--- src/rtl/uart_rx_pkg.sv ---
// Shared definitions for the second-generation UART receiver:
// FSM state encoding, sample-point offsets around the bit centre and data-length bounds.
package uart_rx_pkg;

  typedef enum logic [2:0] {
    IDLE      = 3'd0,
    START     = 3'd1,
    DATA      = 3'd2,
    PARITY    = 3'd3,
    STOP      = 3'd4,
    WAIT_IDLE = 3'd5
  } rx_state_t;

  // Offsets relative to Prescale/2: three vote samples, then the decision cycle
  localparam int SMP_FIRST_OFS  = -1;
  localparam int SMP_MID_OFS    = 0;
  localparam int SMP_LAST_OFS   = 1;
  localparam int BIT_DECIDE_OFS = 2;

  localparam int MIN_DATA_WIDTH = 5;
  localparam int MAX_DATA_WIDTH = 9;

  function automatic logic [3:0] clamp_len(input logic [3:0] len, input int max_w);
    if (int'(len) < MIN_DATA_WIDTH || int'(len) > max_w) return 4'(max_w);
    return len;
  endfunction

endpackage

--- src/rtl/uart_rx_gen2_if.sv ---
// Receive-side output bus: held word with error flags under ready/valid, plus event pulses.
interface uart_rx_gen2_if #(parameter int DATA_WIDTH = 8);

  logic [DATA_WIDTH-1:0] rx_data;
  logic                  rx_valid;
  logic                  rx_ready;
  logic                  par_error;
  logic                  stop_error;
  logic                  overrun;
  logic                  break_det;

  modport master (
    output rx_data, rx_valid, par_error, stop_error, overrun, break_det,
    input  rx_ready
  );

  modport slave (
    input  rx_data, rx_valid, par_error, stop_error, overrun, break_det,
    output rx_ready
  );

endinterface

--- src/rtl/uart_rx_sampler.sv ---
// Line synchroniser, per-bit edge counter and three-sample majority vote.
// bit_valid strobes for one cycle at ec = P/2+2 with the voted bit_value.
module uart_rx_sampler
  import uart_rx_pkg::*;
#(
  parameter int PRESCALE_W = 6
) (
  input  logic                  clk,
  input  logic                  rst,
  input  logic                  rx_in,
  input  logic                  count_en,
  input  logic [PRESCALE_W-1:0] prescale,
  output logic                  rxs,
  output logic [PRESCALE_W-1:0] ec,
  output logic                  bit_valid,
  output logic                  bit_value
);

  logic [1:0]            sync;
  logic [2:0]            smp;
  logic [PRESCALE_W-1:0] half;
  int                    rel;

  assign rxs  = sync[1];
  assign half = prescale >> 1;
  assign rel  = int'(ec) - int'(half);

  always_ff @(posedge clk or negedge rst) begin
    if (!rst) begin
      sync <= 2'b11;
      ec   <= '0;
      smp  <= 3'b111;
    end else begin
      sync <= {sync[0], rx_in};
      if (!count_en || ec == prescale - PRESCALE_W'(1)) ec <= '0;
      else                                            ec <= ec + PRESCALE_W'(1);
      if (count_en && rel == SMP_FIRST_OFS) smp[0] <= rxs;
      if (count_en && rel == SMP_MID_OFS)   smp[1] <= rxs;
      if (count_en && rel == SMP_LAST_OFS)  smp[2] <= rxs;
    end
  end

  assign bit_valid = count_en && (rel == BIT_DECIDE_OFS);
  assign bit_value = (smp[0] & smp[1]) | (smp[0] & smp[2]) | (smp[1] & smp[2]);

endmodule

--- src/rtl/uart_rx_gen2.sv ---
// UART receiver with run-time frame format, majority sampling, break detection and a held
// ready/valid output word; rx_valid rises one cycle after the last stop-bit decision.
module uart_rx_gen2
  import uart_rx_pkg::*;
#(
  parameter int DATA_WIDTH = 8,
  parameter int PRESCALE_W = 6
) (
  input  logic                  clk,
  input  logic                  rst,
  input  logic                  RX_IN,
  input  logic [PRESCALE_W-1:0] Prescale,
  input  logic [3:0]            data_len,
  input  logic                  PAR_EN,
  input  logic                  PAR_TYP,
  input  logic                  two_stop,
  uart_rx_gen2_if.master        rx
);

  localparam int LEN_MAX = (DATA_WIDTH > MAX_DATA_WIDTH) ? MAX_DATA_WIDTH : DATA_WIDTH;

  rx_state_t             state, state_nxt;
  logic                  rxs, rxs_q, bit_valid, bit_value, count_en, start_edge;
  logic [PRESCALE_W-1:0] ec, prescale_q;
  logic [3:0]            len_q, bit_cnt;
  logic                  par_en_q, par_typ_q, two_stop_q;
  logic [DATA_WIDTH-1:0] shreg;
  logic                  par_err_q, par_bit_q, stop_err_q, stop_idx;
  logic                  load_cfg, complete, brk, stop_err_any, break_cond;

  assign count_en     = state inside {START, DATA, PARITY, STOP};
  assign start_edge   = rxs_q & ~rxs;
  assign stop_err_any = stop_err_q | ~bit_value;
  assign break_cond   = (shreg == '0) && (!par_en_q || !par_bit_q) && !bit_value;

  uart_rx_sampler #(.PRESCALE_W(PRESCALE_W)) u_sampler (
    .clk       (clk),
    .rst       (rst),
    .rx_in     (RX_IN),
    .count_en  (count_en),
    .prescale  (prescale_q),
    .rxs       (rxs),
    .ec        (ec),
    .bit_valid (bit_valid),
    .bit_value (bit_value)
  );

  always_ff @(posedge clk or negedge rst) begin
    if (!rst) state <= IDLE;
    else      state <= state_nxt;
  end

  always_comb begin
    state_nxt = state;
    load_cfg  = 1'b0;
    complete  = 1'b0;
    brk       = 1'b0;
    unique case (state)
      IDLE: begin
        if (start_edge) begin
          state_nxt = START;
          load_cfg  = 1'b1;
        end
      end
      START: begin
        if (bit_valid && bit_value)               state_nxt = IDLE;
        else if (ec == prescale_q - PRESCALE_W'(1)) state_nxt = DATA;
      end
      DATA: begin
        if (bit_valid && bit_cnt == len_q - 4'd1) state_nxt = par_en_q ? PARITY : STOP;
      end
      PARITY: begin
        if (bit_valid) state_nxt = STOP;
      end
      STOP: begin
        if (bit_valid) begin
          // A break is recognised on stop 1 and never waits for a second stop bit
          if (!stop_idx && break_cond) begin
            brk       = 1'b1;
            state_nxt = WAIT_IDLE;
          end else if (!stop_idx && two_stop_q) begin
            state_nxt = STOP;
          end else begin
            complete  = 1'b1;
            state_nxt = stop_err_any ? WAIT_IDLE : IDLE;
          end
        end
      end
      WAIT_IDLE: begin
        if (rxs) state_nxt = IDLE;
      end
      default: state_nxt = IDLE;
    endcase
  end

  always_ff @(posedge clk or negedge rst) begin
    if (!rst) begin
      rxs_q      <= 1'b1;
      prescale_q <= '0;
      len_q      <= '0;
      par_en_q   <= 1'b0;
      par_typ_q  <= 1'b0;
      two_stop_q <= 1'b0;
      shreg      <= '0;
      bit_cnt    <= '0;
      par_err_q  <= 1'b0;
      par_bit_q  <= 1'b0;
      stop_err_q <= 1'b0;
      stop_idx   <= 1'b0;
    end else begin
      rxs_q <= rxs;
      if (load_cfg) begin
        prescale_q <= Prescale;
        len_q      <= clamp_len(data_len, LEN_MAX);
        par_en_q   <= PAR_EN;
        par_typ_q  <= PAR_TYP;
        two_stop_q <= two_stop;
        shreg      <= '0;
        bit_cnt    <= '0;
        par_err_q  <= 1'b0;
        par_bit_q  <= 1'b0;
        stop_err_q <= 1'b0;
        stop_idx   <= 1'b0;
      end else if (bit_valid) begin
        unique case (state)
          DATA: begin
            shreg   <= shreg | (DATA_WIDTH'(bit_value) << bit_cnt);
            bit_cnt <= bit_cnt + 4'd1;
          end
          PARITY: begin
            par_bit_q <= bit_value;
            par_err_q <= bit_value != (^shreg ^ par_typ_q);
          end
          STOP: begin
            stop_err_q <= ~bit_value;
            stop_idx   <= 1'b1;
          end
          default: ;
        endcase
      end
    end
  end

  // A completed word overwrites the register only when it is empty or being accepted
  always_ff @(posedge clk or negedge rst) begin
    if (!rst) begin
      rx.rx_data    <= '0;
      rx.rx_valid   <= 1'b0;
      rx.par_error  <= 1'b0;
      rx.stop_error <= 1'b0;
      rx.overrun    <= 1'b0;
      rx.break_det  <= 1'b0;
    end else begin
      rx.overrun   <= 1'b0;
      rx.break_det <= brk;
      if (complete && (!rx.rx_valid || rx.rx_ready)) begin
        rx.rx_data    <= shreg;
        rx.par_error  <= par_err_q;
        rx.stop_error <= stop_err_any;
        rx.rx_valid   <= 1'b1;
      end else if (complete) begin
        rx.overrun <= 1'b1;
      end else if (rx.rx_valid && rx.rx_ready) begin
        rx.rx_valid <= 1'b0;
      end
    end
  end

endmodule

--- src/flat_wrapper.sv ---
// flat-port wrapper written by rule: the top's interface ports become plain ports
module uart_rx_gen2_flat import uart_rx_pkg::*;
#(
  parameter int DATA_WIDTH = 8,
  parameter int PRESCALE_W = 6
)
  (clk, rst, RX_IN, Prescale, data_len, PAR_EN, PAR_TYP, two_stop, rx_rx_data, rx_rx_valid, rx_par_error, rx_stop_error, rx_overrun, rx_break_det, rx_rx_ready);
  uart_rx_gen2_if #(.DATA_WIDTH(DATA_WIDTH)) rx_i ();
  input  logic clk;
  input  logic rst;
  input  logic RX_IN;
  input  logic [PRESCALE_W-1:0] Prescale;
  input  logic [3:0] data_len;
  input  logic PAR_EN;
  input  logic PAR_TYP;
  input  logic two_stop;
  output wire logic [$bits(rx_i.rx_data)-1:0] rx_rx_data;
  output wire logic [$bits(rx_i.rx_valid)-1:0] rx_rx_valid;
  output wire logic [$bits(rx_i.par_error)-1:0] rx_par_error;
  output wire logic [$bits(rx_i.stop_error)-1:0] rx_stop_error;
  output wire logic [$bits(rx_i.overrun)-1:0] rx_overrun;
  output wire logic [$bits(rx_i.break_det)-1:0] rx_break_det;
  input wire logic [$bits(rx_i.rx_ready)-1:0] rx_rx_ready;
  assign rx_rx_data = rx_i.rx_data;
  assign rx_rx_valid = rx_i.rx_valid;
  assign rx_par_error = rx_i.par_error;
  assign rx_stop_error = rx_i.stop_error;
  assign rx_overrun = rx_i.overrun;
  assign rx_break_det = rx_i.break_det;
  assign rx_i.rx_ready = rx_rx_ready;
  uart_rx_gen2 #(.DATA_WIDTH(DATA_WIDTH), .PRESCALE_W(PRESCALE_W)) u_core (.clk(clk), .rst(rst), .RX_IN(RX_IN), .Prescale(Prescale), .data_len(data_len), .PAR_EN(PAR_EN), .PAR_TYP(PAR_TYP), .two_stop(two_stop), .rx(rx_i));
endmodule
--- config.mk ---
export PLATFORM = sky130hd
export DESIGN_NAME = uart_rx_gen2_flat
export DESIGN_NICKNAME = d
export VERILOG_FILES = /design/src/rtl/uart_rx_pkg.sv /design/src/rtl/uart_rx_gen2_if.sv /design/src/rtl/uart_rx_sampler.sv /design/src/rtl/uart_rx_gen2.sv /design/src/flat_wrapper.sv
export SDC_FILE = /design/constraint.sdc
export NUM_CORES = 1
export LEC_CHECK = 0
export ABC_AREA = 0
export BUFFER_PORTS_ARGS = -buffer_cell sky130_fd_sc_hd__buf_2
export CAP_MARGIN = 40
export CORE_ASPECT_RATIO = 0.8
export CORE_UTILIZATION = 35
export DETAILED_ROUTE_END_ITERATION = 6
export GPL_TIMING_DRIVEN = 0
export HOLD_SLACK_MARGIN = 0.08
export PLACE_DENSITY_LB_ADDON = 0.15
export SYNTH_ARGS = -nofsm -noshare
export SYNTH_HDL_FRONTEND = slang
export SYNTH_SLANG_ARGS = --single-unit
--- constraint.sdc ---
create_clock -name clk -period 8.3 [get_ports clk]
set_input_delay 1.66 -clock clk [delete_from_list [all_inputs] [get_ports clk]]
set_output_delay 1.66 -clock clk [all_outputs]
set_load 0.01 [all_outputs]
==> flow_metrics.tcl, run 1 <==
set metrics [dict create \
    status "finished, final reports clean" \
    path_class "reg -> reg" \
    die_w_um 110 \
    n_antenna_cell 0 \
    ant_nets 0 \
    cts_buffers 9 \
    drt_pass1_iterations 4 \
    grt_max_degree 37 \
    rsz0062_at_grt "no" \
    drv_slew 0 \
    synth_fp_nets 357 \
    crit_arrival_ns 3.19 \
    wirelength_mm 7.47 \
    cts_tree "built" \
    die_area_um2 9740 \
    row_count 31 \
    drive_gt1_share_pct 21.2 \
    area_growth_pct 19.6 \
    p_per_area_nw_per_um2 366 \
    root_buffer "clkbuf_16" \
    synth_edf_count 0 \
    vias 2459 \
    start_util_pct 36.0 \
    ys_types 61 \
    ys_warn_count 0 \
    peakVddDrop_uv 133 \
    die_h_um 88.5 \
    portBuffers 29 \
    finalSetupTns_ns 0 \
    drv_cap 0 \
    async_reset_ff_share_pct 100 \
    setup_violations 0 \
    synth-seq-area-share_pct 43.8 \
    htree_levels 3 \
    globalRoute.totalOverflow 0 \
    worstPathRequired_ns 8.51 \
    io_pins 30 \
    drt_iter0_markers 121 \
    syn_avg_cell_area_um2 10.0 \
    finalCritPeriodShare_pct 35.9 \
    core_um2 9080 \
    cp-end-kind "flip-flop" \
    worstMarginPinSlew_ns 0.710 \
    track_usage_pct 17.0 \
    clkSinkCount 57 \
    hp-class "reg -> reg" \
    gp_congestion 0.813 \
    fillers 922 \
    synth_cells 326 \
    synthFlopType "dfrtp_1" \
    clk_pin_slew_ns 0.05 \
    p_leak_nw 1.83 \
    max_slew_margin_pct 52.2 \
    fin_skew_ns 0.00580 \
    holdBufCountCts 0 \
    clock_path_buffers 2 \
    synth-seq-cells 57 \
    seqCellArea_um2 1430 \
    dp_hpwl_mm 5.47 \
    cp-start-kind "flip-flop" \
    multi_input_area_um2 1670 \
    routed_via_density 5.05 \
    total_power_mw 1.43 \
    timing.final.hold_violations 0 \
    wire_per_inst_um 15.3 \
    critPathMaxFanout 10 \
    nets 398 \
    synth_area_um2 3270 \
    clk_latency_ns 0.32 \
    drcViolationCount 0 \
    postCtsResizedCells 0 \
    post-route-min-period_ns 2.98 \
    grt_first_pass_wirelength_mm 12.2 \
    fmax_mhz 336 \
    post_cts_buffers 0 \
    first_global_vias 2296 \
    antenna_found_initial 0 \
]
-- final cells by class --
class | count | area share (%)
Inverter | 26 | 2.49
Multi-Input combinational cell | 231 | 42.8
Timing Repair Buffer | 30 | 4.22
Tap cell | 115 | 3.68
Clock buffer | 12 | 6.56
Sequential cell | 57 | 36.6
Clock inverter | 4 | 1.95
Buffer | 12 | 1.66
-- worst paths after layout --
kind | startpoint | end | slack, ns | depth (start not counted)
max | u_core.u_sampler.ec[0] | u_core.rx.rx_data[7] | 5.32 | 11
min | u_core.u_sampler.sync[0] | u_core.u_sampler.sync[1] | 0.35 | 0
min in group asynchronous | rst | u_core.u_sampler.ec[5] | 1.32 | 1
max reg2reg | u_core.u_sampler.ec[0] | u_core.rx.rx_data[7] | 5.32 | 11
min reg2reg | u_core.u_sampler.sync[0] | u_core.u_sampler.sync[1] | 0.35 | 0
max in group asynchronous | rst | u_core.rxs_q | 6.34 | 2
-- where the power goes --
group | switching, mW | internal (mW)
Sequential | 0.0525 | 0.340
Clock | 0.131 | 0.280
Combinational | 0.372 | 0.256
-- synthesized netlist by cell type (8+ instances only) --
library cell / count / share of area [%]
xnor2_1: 15 / 4.0
nor2_1: 24 / 2.8
inv_1: 25 / 2.9
ha_1: 13 / 5.0
dfrtp_1: 51 / 39
o21ai_0: 16 / 2.4
nand2b_1: 8 / 1.5
mux2_4: 10 / 4.6
nand3_1: 12 / 1.8
xor2_1: 12 / 3.2
nand2_1: 32 / 3.7
-- cells by family after synthesis --
group | count (synthesis) | synth area share [%]
fa+ha+maj | 15 | 5.89
flops | 57 | 43.8
xor+xnor | 27 | 7.23
buf+inv | 38 | 4.97
simple gates | 112 | 18.0
compound gates | 59 | 12.9
mux | 18 | 7.15
-- through the flow --
step                util (%)  area (µm²)  setup WS [ns]  hold WS (ns)  instances
floorplan                  -        3270           5.64         0.345        326
global placement        39.2        3560           5.34         0.346        470
detailed placement      39.4        3580           5.33         0.347        471
CTS                     43.1        3910           5.29         0.355        487
global route            43.1        3910           5.13         0.363        487
finish                  43.1        3910           5.32         0.355        487
-- cell usage in the layout (no fill, tap or decap), types with 3 or more instances in the layout --
cell type,synthesis,final
a21oi_1,7,7
a41o_1,3,3
buf_2,1,30
clkbuf_1,7,8
clkbuf_16,0,9
dfrtp_1,51,51
dfstp_2,6,6
ha_1,13,13
inv_1,25,25
mux2_2,3,3
mux2_4,10,10
mux2i_1,5,5
nand2_1,32,32
nand2b_1,8,8
nand3_1,12,12
nand4_1,5,5
nor2_1,24,24
nor2b_1,3,3
nor3_1,7,7
nor4_1,5,5
o21ai_0,16,16
o22ai_1,4,4
o41ai_1,3,3
xnor2_1,15,15
xor2_1,12,12
-- registers in the layout, indices dropped and copies added (netlist names), 2 cells and up --
signal / cells
u_core.bit_cnt: 4
u_core.len_q: 4
u_core.prescale_q: 6
u_core.rx.rx_data: 8
u_core.shreg: 8
u_core.state: 3
u_core.u_sampler.ec: 6
u_core.u_sampler.smp: 3
u_core.u_sampler.sync: 2
-- per-layer routing --
layer,wire length (µm),vias to the layer above,track usage (%)
met5,0,-,0
met2,2930,50,22.8
met4,66,0,6.18
met3,273,8,3.98
met1,4200,1174,26.0
li1,-,1227,-
-- worst max-delay path, stage by stage, from the launching register on --
cell and delay [ns]:
dfrtp_1 0.44, inv_1 0.08, ha_1 0.14, inv_1 0.05, fa_1 0.40, and3_4 0.19
nor4_4 0.28, o21ai_2 0.15, nor4_4 0.44, nand4b_1 0.18, buf_6 0.20, mux2_4 0.30
Power figures use the tool's default switching activity.
==> run 2, diff against run 1 <==
clock period = 2.71 ns   (was 8.3 ns; I/O delays follow)
==> run 2 against run 1 <==
Compared with the run above: sequential share of layout area decreased by 1.9 points; maximum frequency up 12%; sequential power rose to 3.1 times the previous value; cell count increased by 2.3%; global-route usage rose by 0.60 points; highest routed layer unchanged; critical path depth rose by 1; sequential cell count unchanged; register-to-register slack got worse by 5.3 ns; clock skew fell by 0.00069 ns; routed wire length up 6.7%; combinational power grew to 3.8 times the previous value; critical path type unchanged; setup slack worse by 5.3 ns.
==> flow_metrics.tcl, run 2 (synthesized netlist as in run 1, its figures left out) <==
set metrics [dict create \
    cts_buffers 9 \
    layout_common_cells "48 x dfrtp_1, 32 x nand2_1, 30 x buf_2" \
    max_slew_margin_pct 53.4 \
    rsz0062_at_grt "yes" \
    drive_gt1_share_pct 29.2 \
    antenna_found_initial 0 \
    routed_via_density 5.10 \
    io_pins 30 \
    critPathMaxFanout 5 \
    worstMarginPinSlew_ns 0.696 \
    nets 409 \
    p_leak_nw 1.89 \
    drv_cap 0 \
    hp-class "in -> async" \
    cts_tree "built" \
    p_sw_mw 1.90 \
    drt_iter0_markers 118 \
    total_power_mw 4.86 \
    pwr-share-clk_pct 25.9 \
    dp_hpwl_mm 5.47 \
    p_per_area_nw_per_um2 1170 \
    core_um2 9080 \
    row_count 31 \
    status "finished, final reports clean" \
    die_w_um 110 \
    path_class "reg -> reg" \
    track_usage_pct 17.6 \
    fmax_mhz 376 \
    start_util_pct 36.0 \
    drv_slew 0 \
    die_area_um2 9740 \
    power.internal_mw 2.95 \
    root_buffer "clkbuf_16" \
    p_sw_share_pct 39.2 \
    globalRoute.totalOverflow 0 \
    cp-start-kind "flip-flop" \
    clk_latency_ns 0.33 \
    die_h_um 88.5 \
    finalCritPeriodShare_pct 98.2 \
    timing.final.hold_violations 0 \
    wirelength_mm 7.97 \
    combPwrFrac_pct 49.1 \
    worstPathRequired_ns 2.92 \
    grt_first_pass_wirelength_mm 12.6 \
    peakVddDrop_uv 391 \
    drcViolationCount 0 \
    drt_pass1_iterations 4 \
    fin_hold_ws_ns 0.196 \
    pwr-share-seq_pct 25.0 \
    portBuffers 29 \
    cp-end-kind "flip-flop" \
    largestRegisters "u_core.rx.rx_data x8, u_core.shreg x8" \
    htree_levels 3 \
    placed_area_um2 3580 \
    post-route-cell-area_um2 4140 \
    grt_max_degree 37 \
    wire_per_inst_um 16.0 \
    vias 2540 \
    n_antenna_cell 0 \
    ant_nets 0 \
    fin_skew_ns 0.00510 \
    clock_path_buffers 2 \
    setup_violations 0 \
    holdBufCountCts 0 \
    clk_pin_slew_ns 0.05 \
    clkSinkCount 57 \
    post-route-min-period_ns 2.66 \
    area_growth_pct 26.4 \
    crit_arrival_ns 2.87 \
    gp_congestion 0.813 \
    first_global_vias 2377 \
    layout_commonest_cell "dfrtp_1" \
]
run 2: changes by cell type in the layout (fill, tap and decap cells not counted), moves of 3 or more:
cell,delta
inv_2,+3
ha_1,-5
buf_4,+10
dfrtp_1,-3
dfrtp_2,+3
nor4_1,-3
ha_4,+5
inv_1,-3
run 2: layout make-up:
class                      count  area (µm²)
clock buffer                  12         256
sequential                    57        1440
fill                         904        4940
tap                          115         144
timing repair buffer          41         251
clock inverter                 4        76.3
buffer                        12        65.1
inverter                      26        97.6
multi-input combinational    231        1810
run 2: critical path, stage by stage (launching register included):
cell      delay (ns)
dfrtp_2         0.42
inv_2           0.07
ha_4            0.12
inv_2           0.03
fa_2            0.34
and3_4          0.18
nor4_4          0.25
o21ai_2         0.13
nor4_4          0.14
buf_4           0.16
nand4b_1        0.20
buf_6           0.22
mux2_4          0.29
run 2: repair_timing:
item                       CTS  global route
gates cloned                 1             0
gates resized for setup     10            18
setup endpoints to repair   24            19
buffers inserted             6             4
pin swaps                    2             5
hold endpoints to repair     0             0
run 2: path summary, 6_finish.rpt:
| path | startpoint | depth (start not counted) | to | slack [ns] |
|---|---|---|---|---|
| worst max-delay path | u_core.u_sampler.ec[0] | 12 | u_core.rx.rx_data[7] | 0.05 |
| worst min-delay path | rst | 1 | u_core.u_sampler.ec[5] | 0.20 |
| worst max register to register | u_core.u_sampler.ec[0] | 12 | u_core.rx.rx_data[7] | 0.05 |
| worst min register to register | u_core.u_sampler.sync[0] | 0 | u_core.u_sampler.sync[1] | 0.35 |
| max in group asynchronous | rst | 2 | u_core.rxs_q | 1.87 |
| min in group clk | RX_IN | 1 | u_core.u_sampler.sync[0] | 0.32 |
run 2: power groups by stage:
stage | Combinational [mW] | Sequential (mW) | Clock, mW
after floorplan | 1.56 | 1.17 | 0
after global placement | 1.88 | 1.21 | 0
after detailed placement | 1.91 | 1.22 | 0
after CTS | 2.09 | 1.21 | 1.29
after global routing | 2.62 | 1.24 | 1.32
final | 2.38 | 1.22 | 1.26
run 2: metrics by stage:
stage | cells | setup TNS, ns | setup slack [ns] | utilization [%]
2_1_floorplan | 326 | 0 | 0.0512 | -
5_1_grt | 498 | -0.541 | -0.0600 | 45.6
3_5_place_dp | 471 | -3.70 | -0.261 | 39.4
4_1_cts | 494 | 0 | 0.00628 | 44.2
3_3_place_gp | 470 | -3.48 | -0.255 | 39.2
6_report | 498 | 0 | 0.0481 | 45.6
run 2: per-layer routing:
layer	global-route usage [%]	share of wire, %
met5	0	0
met4	6.18	1.3
met3	3.98	4.1
met2	23.9	40
met1	26.8	54
==> run 3, diff against run 2 <==
REMOVE_ABC_BUFFERS = 1   (was default)
==> run 3 against run 2 <==
Compared with the run above: global-route usage down 1.8 points; clock skew increased by 0.0014 ns; via count is 4.6% lower; first-iteration DRC count decreased by 35%; cell count is 3.0% lower; critical path depth shrank 2; register-to-register slack barely moved; worst hold slack better by 0.029 ns; critical endpoint is now u_core.rx.rx_data[3]; clock power up 5%; total power decreased by 5.6%; sequential cell count did not move; highest routed layer unchanged; routed wire length is 13% lower.
==> flow_metrics.tcl, run 3 (synthesized netlist as in run 1, its figures left out) <==
set metrics [dict create \
    status "finished, final reports clean" \
    track_usage_pct 15.8 \
    rsz0062_at_grt "yes" \
    critPathMaxFanout 10 \
    path_class "reg -> reg" \
    worstMarginPinSlew_ns 0.765 \
    layout_commonest_cell "dfrtp_1" \
    fillers 891 \
    portBuffers 29 \
    timing.final.hold_violations 0 \
    drive_gt1_share_pct 26.1 \
    fin_util_pct 43.9 \
    crit_arrival_ns 2.88 \
    drcViolationCount 0 \
    layout_common_cells "50 x dfrtp_1, 32 x nand2_1, 29 x buf_2" \
    cts_buffers 9 \
    drv_slew 0 \
    post-route-cell-area_um2 3990 \
    max_slew_margin_pct 48.6 \
    htree_levels 3 \
    routed_via_density 5.02 \
    n_antenna_cell 0 \
    setup_violations 0 \
    p_per_area_nw_per_um2 1150 \
    grt_max_degree 33 \
    die_w_um 110 \
    post-route-min-period_ns 2.67 \
    grt_first_pass_wirelength_mm 11.4 \
    io_pins 30 \
    holdBufCountCts 0 \
    drv_cap 0 \
    antenna_found_initial 0 \
    hp-class "in -> async" \
    die_h_um 88.5 \
    setup.worst_path.start "u_core.prescale_q[4]" \
    placed_area_um2 3540 \
    fin_skew_ns 0.00647 \
    r2r-start "u_core.prescale_q[4]" \
    cp-end-kind "flip-flop" \
    globalRoute.totalOverflow 0 \
    first_global_vias 2284 \
    clk_pin_slew_ns 0.05 \
    row_count 31 \
    drt_pass1_iterations 4 \
    nets 394 \
    start_util_pct 36.0 \
    peakVddDrop_uv 425 \
    fmax_mhz 374 \
    area_growth_pct 22.0 \
    wirelength_mm 6.93 \
    dp_slack_ns -0.861 \
    wire_per_inst_um 14.3 \
    cp-start-kind "flip-flop" \
    cts_tree "built" \
    worstPathRequired_ns 2.92 \
    clock_path_buffers 2 \
    clkSinkCount 57 \
    vias 2423 \
    fin_ws_ns 0.0358 \
    die_area_um2 9740 \
    gp_congestion 0.781 \
    ant_nets 0 \
    clk_latency_ns 0.33 \
    dp_hpwl_mm 5.17 \
    p_leak_nw 1.85 \
    root_buffer "clkbuf_16" \
    finalCritPeriodShare_pct 98.7 \
    drt_iter0_markers 77 \
    largestRegisters "u_core.rx.rx_data x8, u_core.shreg x8" \
    core_um2 9080 \
]
-- run 3: final cells by class --
class,instances,area (µm²),area share (%)
clock buffer,9,225,5.65
sequential,57,1440,36.0
inverter,26,97.6,2.45
multi-input combinational,231,1730,43.4
timing repair buffer,38,229,5.74
clock inverter,7,125,3.14
tap,115,144,3.61
-- run 3: per-layer routing --
| layer | global-route usage [%] | vias to the layer above | part of all wire (%) |
|---|---|---|---|
| li1 | - | 1220 | - |
| met1 | 23.2 | 1142 | 55 |
| met2 | 21.9 | 52 | 40 |
| met3 | 3.53 | 9 | 3.4 |
| met4 | 6.55 | 0 | 1.3 |
| met5 | 0 | - | 0 |
-- run 3: critical path, stage by stage, from the launching register on --
cell and delay (ns):
dfrtp_1 0.38, inv_1 0.10, ha_2 0.40, o21ai_2 0.08, a2111o_1 0.42, o211a_4 0.19, nor4_4 0.23, buf_4 0.17
nand4b_1 0.11, buf_6 0.18, mux2_4 0.30
-- run 3: metrics by stage --
| stage | TNS, ns | hold WS [ns] | power (mW) | std cells |
|---|---|---|---|---|
| 4_1_cts | 0 | 0.240 | 4.52 | 482 |
| 2_1_floorplan | -7.36 | 0.246 | 2.72 | 314 |
| 3_5_place_dp | -9.51 | 0.349 | 3.11 | 462 |
| 5_1_grt | -0.921 | 0.280 | 4.92 | 483 |
| 6_report | 0 | 0.226 | 4.58 | 483 |
| 3_3_place_gp | -48.48 | 0.347 | 3.08 | 458 |
-- run 3: timing repair --
item	in CTS	in global routing
pin swaps	4	1
setup buffers	4	1
setup endpoints to repair	22	19
resized for setup	3	11
-- run 3: power breakdown --
group | internal [mW] | switching, mW | total [mW]
clock network | 0.906 | 0.412 | 1.32
logic | 0.860 | 1.15 | 2.01
registers | 1.04 | 0.209 | 1.25
-- run 3: path summary, 6_finish.rpt --
| check | to | slack [ns] | cells past startpoint |
|---|---|---|---|
| max in group asynchronous | u_core.u_sampler.smp[2] | 1.83 | 2 |
| min in group clk | u_core.u_sampler.sync[0] | 0.31 | 1 |
| worst max-delay path | u_core.rx.rx_data[3] | 0.04 | 10 |
| worst max register to register | u_core.rx.rx_data[3] | 0.04 | 10 |
| worst min-delay path | u_core.rx.break_det | 0.23 | 1 |
| worst min register to register | u_core.u_sampler.sync[1] | 0.36 | 0 |
